File: config.mk
export PLATFORM = sky130hd
export DESIGN_NAME = serial_sub
export DESIGN_NICKNAME = d
export VERILOG_FILES = /design/src/rtl/serial_sub_pkg.sv /design/src/rtl/serial_sub_half_sub.sv /design/src/rtl/serial_sub.sv
export SDC_FILE = /design/constraint.sdc
export NUM_CORES = 1
export LEC_CHECK = 0
export BUFFER_PORTS_ARGS = -buffer_cell sky130_fd_sc_hd__buf_4
export CAP_MARGIN = 20
export CORE_MARGIN = 10
export CORE_UTILIZATION = 30
export CTS_CLUSTER_DIAMETER = 40
export DETAILED_ROUTE_END_ITERATION = 8
export SYNTH_ARGS = -nofsm -noshare
export SYNTH_HDL_FRONTEND = slang
export SYNTH_SLANG_ARGS = --single-unit
File: constraint.sdc
create_clock -name iclk -period 1.8 [get_ports iclk]
set_clock_uncertainty 0.1 [all_clocks]
set_input_delay 0.09 -clock iclk [delete_from_list [all_inputs] [get_ports iclk]]
set_output_delay 0.09 -clock iclk [all_outputs]
set_load 0.01 [all_outputs]
File: src/rtl/serial_sub_pkg.sv
// serial_sub_pkg: shared types and helpers for the bit-serial subtractor.
//   state_t : FSM state encoding (IDLE/RUN/DONE)
//   cnt_w() : bit-counter width for a given operand width
package serial_sub_pkg;

    typedef enum logic [1:0] {
        ST_IDLE = 2'd0,
        ST_RUN  = 2'd1,
        ST_DONE = 2'd2
    } state_t;

    // One extra bit so the counter can hold WIDTH itself without wrapping.
    function automatic int unsigned cnt_w(input int unsigned width);
        return $clog2(width) + 1;
    endfunction

endpackage

File: src/rtl/serial_sub_half_sub.sv
// half_sub: combinational half subtractor.
//   input_a : minuend bit
//   input_b : subtrahend bit
//   answer  : difference bit (a ^ b)
//   borrow  : borrow out (~a & b)
module half_sub (
    input  logic input_a,
    input  logic input_b,
    output logic answer,
    output logic borrow
);

    always_comb begin
        answer = input_a ^ input_b;
        borrow = ~input_a & input_b;
    end

endmodule

File: src/rtl/serial_sub.sv
// serial_sub: bit-serial subtractor, diff = a - b mod 2^WIDTH, LSB first,
// one bit per clock, with a start/busy/done handshake.
//   iclk     : clock, rising edge
//   irst     : synchronous active-high reset
//   start    : request, sampled only in IDLE
//   input_a  : minuend, captured on the accepted start
//   input_b  : subtrahend, captured on the accepted start
//   answer   : difference, valid from the done cycle until the next start
//   borrow   : final borrow (1 iff a < b unsigned)
//   busy     : high while bits are being processed
//   done     : one-cycle pulse when answer/borrow become valid
//   overflow : signed overflow, only when SERIAL_SUB_SIGNED_EN is defined
// Optional feature macro: SERIAL_SUB_SIGNED_EN (adds overflow port and the
// operand MSB capture it needs).
module serial_sub
    import serial_sub_pkg::*;
#(
    parameter int unsigned WIDTH = 8
) (
    input  logic             iclk,
    input  logic             irst,
    input  logic             start,
    input  logic [WIDTH-1:0] input_a,
    input  logic [WIDTH-1:0] input_b,
    output logic [WIDTH-1:0] answer,
    output logic             borrow,
    output logic             busy,
`ifdef SERIAL_SUB_SIGNED_EN
    output logic             overflow,
`endif
    output logic             done
);

    localparam int unsigned    CW   = cnt_w(WIDTH);
    localparam logic [CW-1:0] LAST = CW'(WIDTH - 1);

    state_t          state, state_nxt;
    logic [CW-1:0]   cnt;
    logic [WIDTH-1:0] a_sr, b_sr;
    logic            bin;

    logic            load, shift, last;
    logic            x1, br1, d, br2, bo;

`ifdef SERIAL_SUB_SIGNED_EN
    logic            a_msb, b_msb;
`endif

    // Full-subtract bit cell from two half subtractors plus an OR.
    half_sub u_hs_lo (
        .input_a (a_sr[0]),
        .input_b (b_sr[0]),
        .answer  (x1),
        .borrow  (br1)
    );

    half_sub u_hs_hi (
        .input_a (x1),
        .input_b (bin),
        .answer  (d),
        .borrow  (br2)
    );

    always_comb begin
        bo = br1 | br2;
    end

    always_ff @(posedge iclk) begin
        if (irst) begin
            state <= ST_IDLE;
        end else begin
            state <= state_nxt;
        end
    end

    always_comb begin
        state_nxt = state;
        load      = 1'b0;
        shift     = 1'b0;
        last      = 1'b0;
        busy      = 1'b0;
        done      = 1'b0;
        case (state)
            ST_IDLE: begin
                if (start) begin
                    load      = 1'b1;
                    state_nxt = ST_RUN;
                end
            end
            ST_RUN: begin
                busy  = 1'b1;
                shift = 1'b1;
                if (cnt == LAST) begin
                    last      = 1'b1;
                    state_nxt = ST_DONE;
                end
            end
            ST_DONE: begin
                done      = 1'b1;
                state_nxt = ST_IDLE;
            end
            default: begin
                state_nxt = ST_IDLE;
            end
        endcase
    end

    always_ff @(posedge iclk) begin
        if (irst) begin
            a_sr   <= '0;
            b_sr   <= '0;
            bin    <= 1'b0;
            cnt    <= '0;
            answer <= '0;
            borrow <= 1'b0;
`ifdef SERIAL_SUB_SIGNED_EN
            a_msb    <= 1'b0;
            b_msb    <= 1'b0;
            overflow <= 1'b0;
`endif
        end else begin
            if (load) begin
                a_sr <= input_a;
                b_sr <= input_b;
                bin  <= 1'b0;
                cnt  <= '0;
`ifdef SERIAL_SUB_SIGNED_EN
                a_msb <= input_a[WIDTH-1];
                b_msb <= input_b[WIDTH-1];
`endif
            end
            if (shift) begin
                answer <= {d, answer[WIDTH-1:1]};
                a_sr   <= a_sr >> 1;
                b_sr   <= b_sr >> 1;
                bin    <= bo;
                cnt    <= cnt + CW'(1);
                if (last) begin
                    borrow <= bo;
`ifdef SERIAL_SUB_SIGNED_EN
                    // d is the result MSB being shifted in on this edge.
                    overflow <= (a_msb ^ b_msb) & (a_msb ^ d);
`endif
                end
            end
        end
    end

endmodule

Word-level counts from Yosys, hierarchy flattened
Cells that the tools add are included.

Register bits: 32. Input port bits: 19.

Multiplexer cells: 17. Reduce and logical (&&, ||, !) cells: 5. Add/sub/neg operators: 1. Eq/ne operators: 5. Bitwise gates (word level): 7.

Operator list (number): $mux 7 (4); $mux 1 (8); $mux 4 (2); $add 4x1->4 const B (1); $eq 4x3->1 const B (1); $mux 2 (2); $ne 2x2->1 const B (2); $pmux 2 s2 (1); $reduce_and 2->1 (2); $and 1x1->1 (2); $eq 2x1->1 const B (1); $eq 2x2->1 const B (1); $logic_not 2->1 (1); $not 1->1 (2); $reduce_bool 2->1 (1); $reduce_or 2->1 (1); $xor 1x1->1 (2); $or 1x1->1 (1).

Depth between registers and ports, before layout
Depth in word-level cells: 5. Gate-level depth with buffers: 6.

By module
Synthesis repeated with hierarchy kept, for this count alone.

Cell total of the unflattened synthesis: 188. Area, all modules: 1505.2 µm².

By module, submodules not included: serial_sub (seq. area each 640.6 µm², instances 1, cells an instance 182, area an instance 1465.2 µm²); half_sub (seq. area each 0.0 µm², instances 2, cells an instance 3, area an instance 20.0 µm²).

Least setup slack after synthesis
No wires, ideal clock.

Kind: reg2reg. Start point: register b_sr[0]. End point: register borrow. Required time: 1629 ps. Setup slack: 380 ps. Cell stages (with the launch flop): 5. Period minus slack after synthesis: 1420 ps. Buffers on the path: 0. Arrival time: 1249 ps. Setup time: 71 ps. Cells stage by stage: dfxtp_1 > inv_1 > fa_1 > or3_1 > a21oi_1.

Longest elaborated chain between the ends: 4. Elaborated cells on any way between the ends: 5.

RTL lines: from (decl) (RTL line serial_sub.sv:39) `logic [WIDTH-1:0] a_sr, b_sr;`; from (signal assigned) (RTL line serial_sub.sv:124) `b_sr <= input_b;`; from (signal assigned) (RTL line serial_sub.sv:135) `b_sr <= b_sr >> 1;`; $xor 1x1->1 (RTL line serial_sub_half_sub.sv:14) `answer = input_a ^ input_b;`; $not 1->1 (RTL line serial_sub_half_sub.sv:15) `borrow = ~input_a & input_b;`; $and 1x1->1 (RTL line serial_sub_half_sub.sv:15); $or 1x1->1 (*) (RTL line serial_sub.sv:65) `bo = br1 | br2;`; to (signal assigned) (RTL line serial_sub.sv:139) `borrow <= bo;`; to (decl) (RTL line serial_sub.sv:26) `output logic borrow,`.

Mark *: on every way between the ends. The rest lies on a longest branch, timed or not. A chain may end at the register's enable or synchronous reset.

Final worst setup path
Start point: register state[0]. End point: output busy.

Longest elaborated chain between the ends: 2.

RTL lines: from (decl) (RTL line serial_sub.sv:37) `state_t state, state_nxt;`; from (signal assigned) (RTL line serial_sub.sv:72) `state <= state_nxt;`; $eq 2x1->1 (RTL line serial_sub.sv:83) `case (state)`; $mux 1 (RTL line serial_sub.sv:83); to (decl) (RTL line serial_sub.sv:27) `output logic busy,`.

Every way passes these cells.

==> results by group <==
Timing
  – Fmax: 607 MHz
  – Final min period: between 1.5 and 2 ns
  – Sum Neg Setup Slack: 0 ns
  – Relative slew margins: roughly 73%
  – Final hold vios: 0
  – Slew @ Worst Pin: slightly above 0.4 ns
  – RSZ-0062 raised after global routing: false
  – Setup violators final: 0
  – Tcrit/Tclk final: 91.6%
  – Final Slew Violations: 0

Die
  – Initial Util: a little under a third
  – I/O pins: 30
  – Core area: between 4000 and 5000 um^2
  – # rows: 24
  – Die Y: about 88 um
  – Die area: between 7000 and 8000 um^2
  – Die W: around 88 um

CTS
  – CTS clock-pin slew for the worst setup and hold paths: 0.06 ns
  – Max Root-Sink Buffers: 2
  – Clock root buffer: clkbuf_8
  – Post-CTS Setup Repair Bufs: 0
  – CTS tree: yes
  – Clock sink total: 32
  – CTS buffer count: 5
  – Clock latency on the worst-skew pair: about 0.27 ns
  – Htree depth: 2

Global route
  – Pin count of the biggest net entering global routing: 33
  – Initial antenna violation count: 0
  – Number of global-route vias before repair: ~1200
  – First-pass GRT wire length: approximately 5500 um
  – Overflow after GRT: 0
  – Total GRT Usage: ~8.7%

Drt
  – Routed vias: roughly 1200
  – DRC: 0
  – DRT Pass-1 Iters: 4
  – Initial DRC Count: 73
  – DR vias/cell: between 4 and 5
  – Final WL: around 3200 um
  – Routed length per placed instance: between 10 and 15 um
  – Final ANT Viol Nets: 0

Worst setup path
  – Crit path max fanout: 15
  – Kind of critical path: flip-flop to output pin
  – CP top delay family: flip-flops
  – Worst Path Buf+Inv: 2
  – CP arrival: 1.46 ns
  – Crit end category: output pin
  – Crit path cell chain: nand2b_1 > inv_4 > buf_4
  – CP max stage delay: approximately 0.52 ns
  – Critical Path Start Type: flip-flop
  – CP required: about 1.6 ns
  – Slowest cell on crit path: dfxtp_1

Yosys
  – Synth Register Bits: 32
  – Syn_area_per_cell: 8.48 um^2
  – Syn Nets: between 150 and 200
  – Synth cell types: 32
  – Post-synth top area share: between 40 and 50%
  – Largest area contributor in the netlist: dfxtp_1
  – Post-Syn Instances: around 160
  – Top cells by count, synth: dfxtp_1 (32), nor2_1 (26), a21oi_1 (21)
  – Cell with the most instances after synthesis: dfxtp_1
  – Commonest register cell after synthesis: dfxtp_1
  – Synth warn: 0
  – Post-synth EDFFs: 0
  – Async set or reset register ratio after synthesis: 0%
  – Mapped Area: between 1000 and 1500 um^2
  – Synth top area cells: dfxtp_1 (46%), a21oi_1 (7.6%), nor2_1 (7.1%)
  – Seq/Total Area, Yosys: ~46%

Power and ir drop
  – Peak VDD IR: ~0.00035 V
  – Pwr Density: about 850 nW/um^2
  – Cell leakage power: about 0.72 nW

Status
  – Status: complete, no violations

Place
  – IO Port Bufs: 29
  – Hpwl dp: ~2300 um
  – RePlAce Congestion: around 0.71
  – Placed cell count: 239

Final layout
  – Synth-to-Final Area Change: 25.2%
  – FILL cells: 453
  – Fin nets: 216
  – Share of cells above drive strength 1: between 20 and 30%
  – Final std cells w/o fill: roughly 250
  – Util after Layout: 39.2%
  – Antenna cells: 0

Worst hold path
  – Min-delay worst type: input port to flip-flop

Job
  – Max_cap viols: 0
[final timing paths]
check                            to  slack (ns)  cells after the start                   start
max                            busy        0.15                      3   state[0]$_SDFFE_PP0P_
min reg2reg  answer[0]$_SDFFE_PP0P_        0.36                      2  answer[0]$_SDFFE_PP0P_
max reg2reg    b_sr[1]$_SDFFE_PP0P_        0.28                      3   state[0]$_SDFFE_PP0P_
min            a_sr[7]$_SDFFE_PP0P_        0.01                      3              input_a[7]
[cell usage in the layout, fill, tap and decap left out, types with 2 or more instances in the layout]
master,Yosys,routed
a21oi_1,21,21
buf_4,2,35
clkbuf_8,0,5
dfxtp_1,32,32
inv_1,8,8
mux2i_1,3,3
nand2_1,18,18
nand2b_1,3,3
nand3b_1,3,3
nor2_1,26,26
nor3_1,4,4
nor4_1,6,6
o221a_2,7,7
o22a_1,5,5
or3_1,2,2
[per-stage QoR]
step | setup WS (ns) | area, um^2 | hold slack, ns | power (mW)
after global placement | 0.270 | 1650 | 0.299 | 1.00
after CTS | 0.0652 | 1730 | 0.00770 | 1.49
after floorplan | 0.380 | 1380 | 0.164 | 0.931
final | 0.152 | 1730 | 0.00983 | 1.47
after detailed placement | 0.275 | 1650 | 0.282 | 1.01
after global routing | 0.0306 | 1730 | 0.0146 | 1.55
[cell type report]
type                            count  area, um^2  area share [%]
Tap cell                           52        65.1            3.76
Sequential cell                    32         641            37.0
Inverter                            9        36.3            2.10
Timing Repair Buffer               36         273            15.8
Multi-Input combinational cell    111         648            37.4
Clock buffer                        5        68.8            3.97
[flip-flops by register name, indices dropped and copies added (netlist names)]
name	flops
state	2
b_sr	8
bin	1
answer	8
borrow	1
cnt	4
a_sr	8
[cell families after synthesis]
group                    share of synthesized area, %
AO/OA/AOI/OAI                                    20.3
adder cells (fa/ha/maj)                          2.35
buffers and inverters                            6.79
flip-flops                                       46.3
multiplexers                                     2.17
AND/OR/NAND/NOR                                  22.1
[worst reg2reg max path: stages (launching register included)]
cell,delay (ns)
dfxtp_1,0.52
nand2b_1,0.28
buf_4,0.25
o221a_2,0.26
[timing repair]
action | 4_1_cts | 5_1_grt
setup endpoints to repair | 0 | 1
resized for setup | 0 | 1
hold buffers | 1 | 0
hold endpoints to repair | 1 | 0
[report_power, final]
group	total [mW]	switching, mW	internal (mW)
logic	0.209	0.104	0.106
clock network	0.475	0.226	0.248
registers	0.781	0.0307	0.751
[metal layers]
| layer | share of wire (%) | track usage [%] | vias up |
|---|---|---|---|
| met5 | 0 | 0 | - |
| met2 | 44 | 12.9 | 32 |
| li1 | - | - | 629 |
| met4 | 1.6 | 3.48 | 0 |
| met1 | 47 | 10.6 | 538 |
| met3 | 6.8 | 3.90 | 4 |
(Power assumes the default switching activity.)
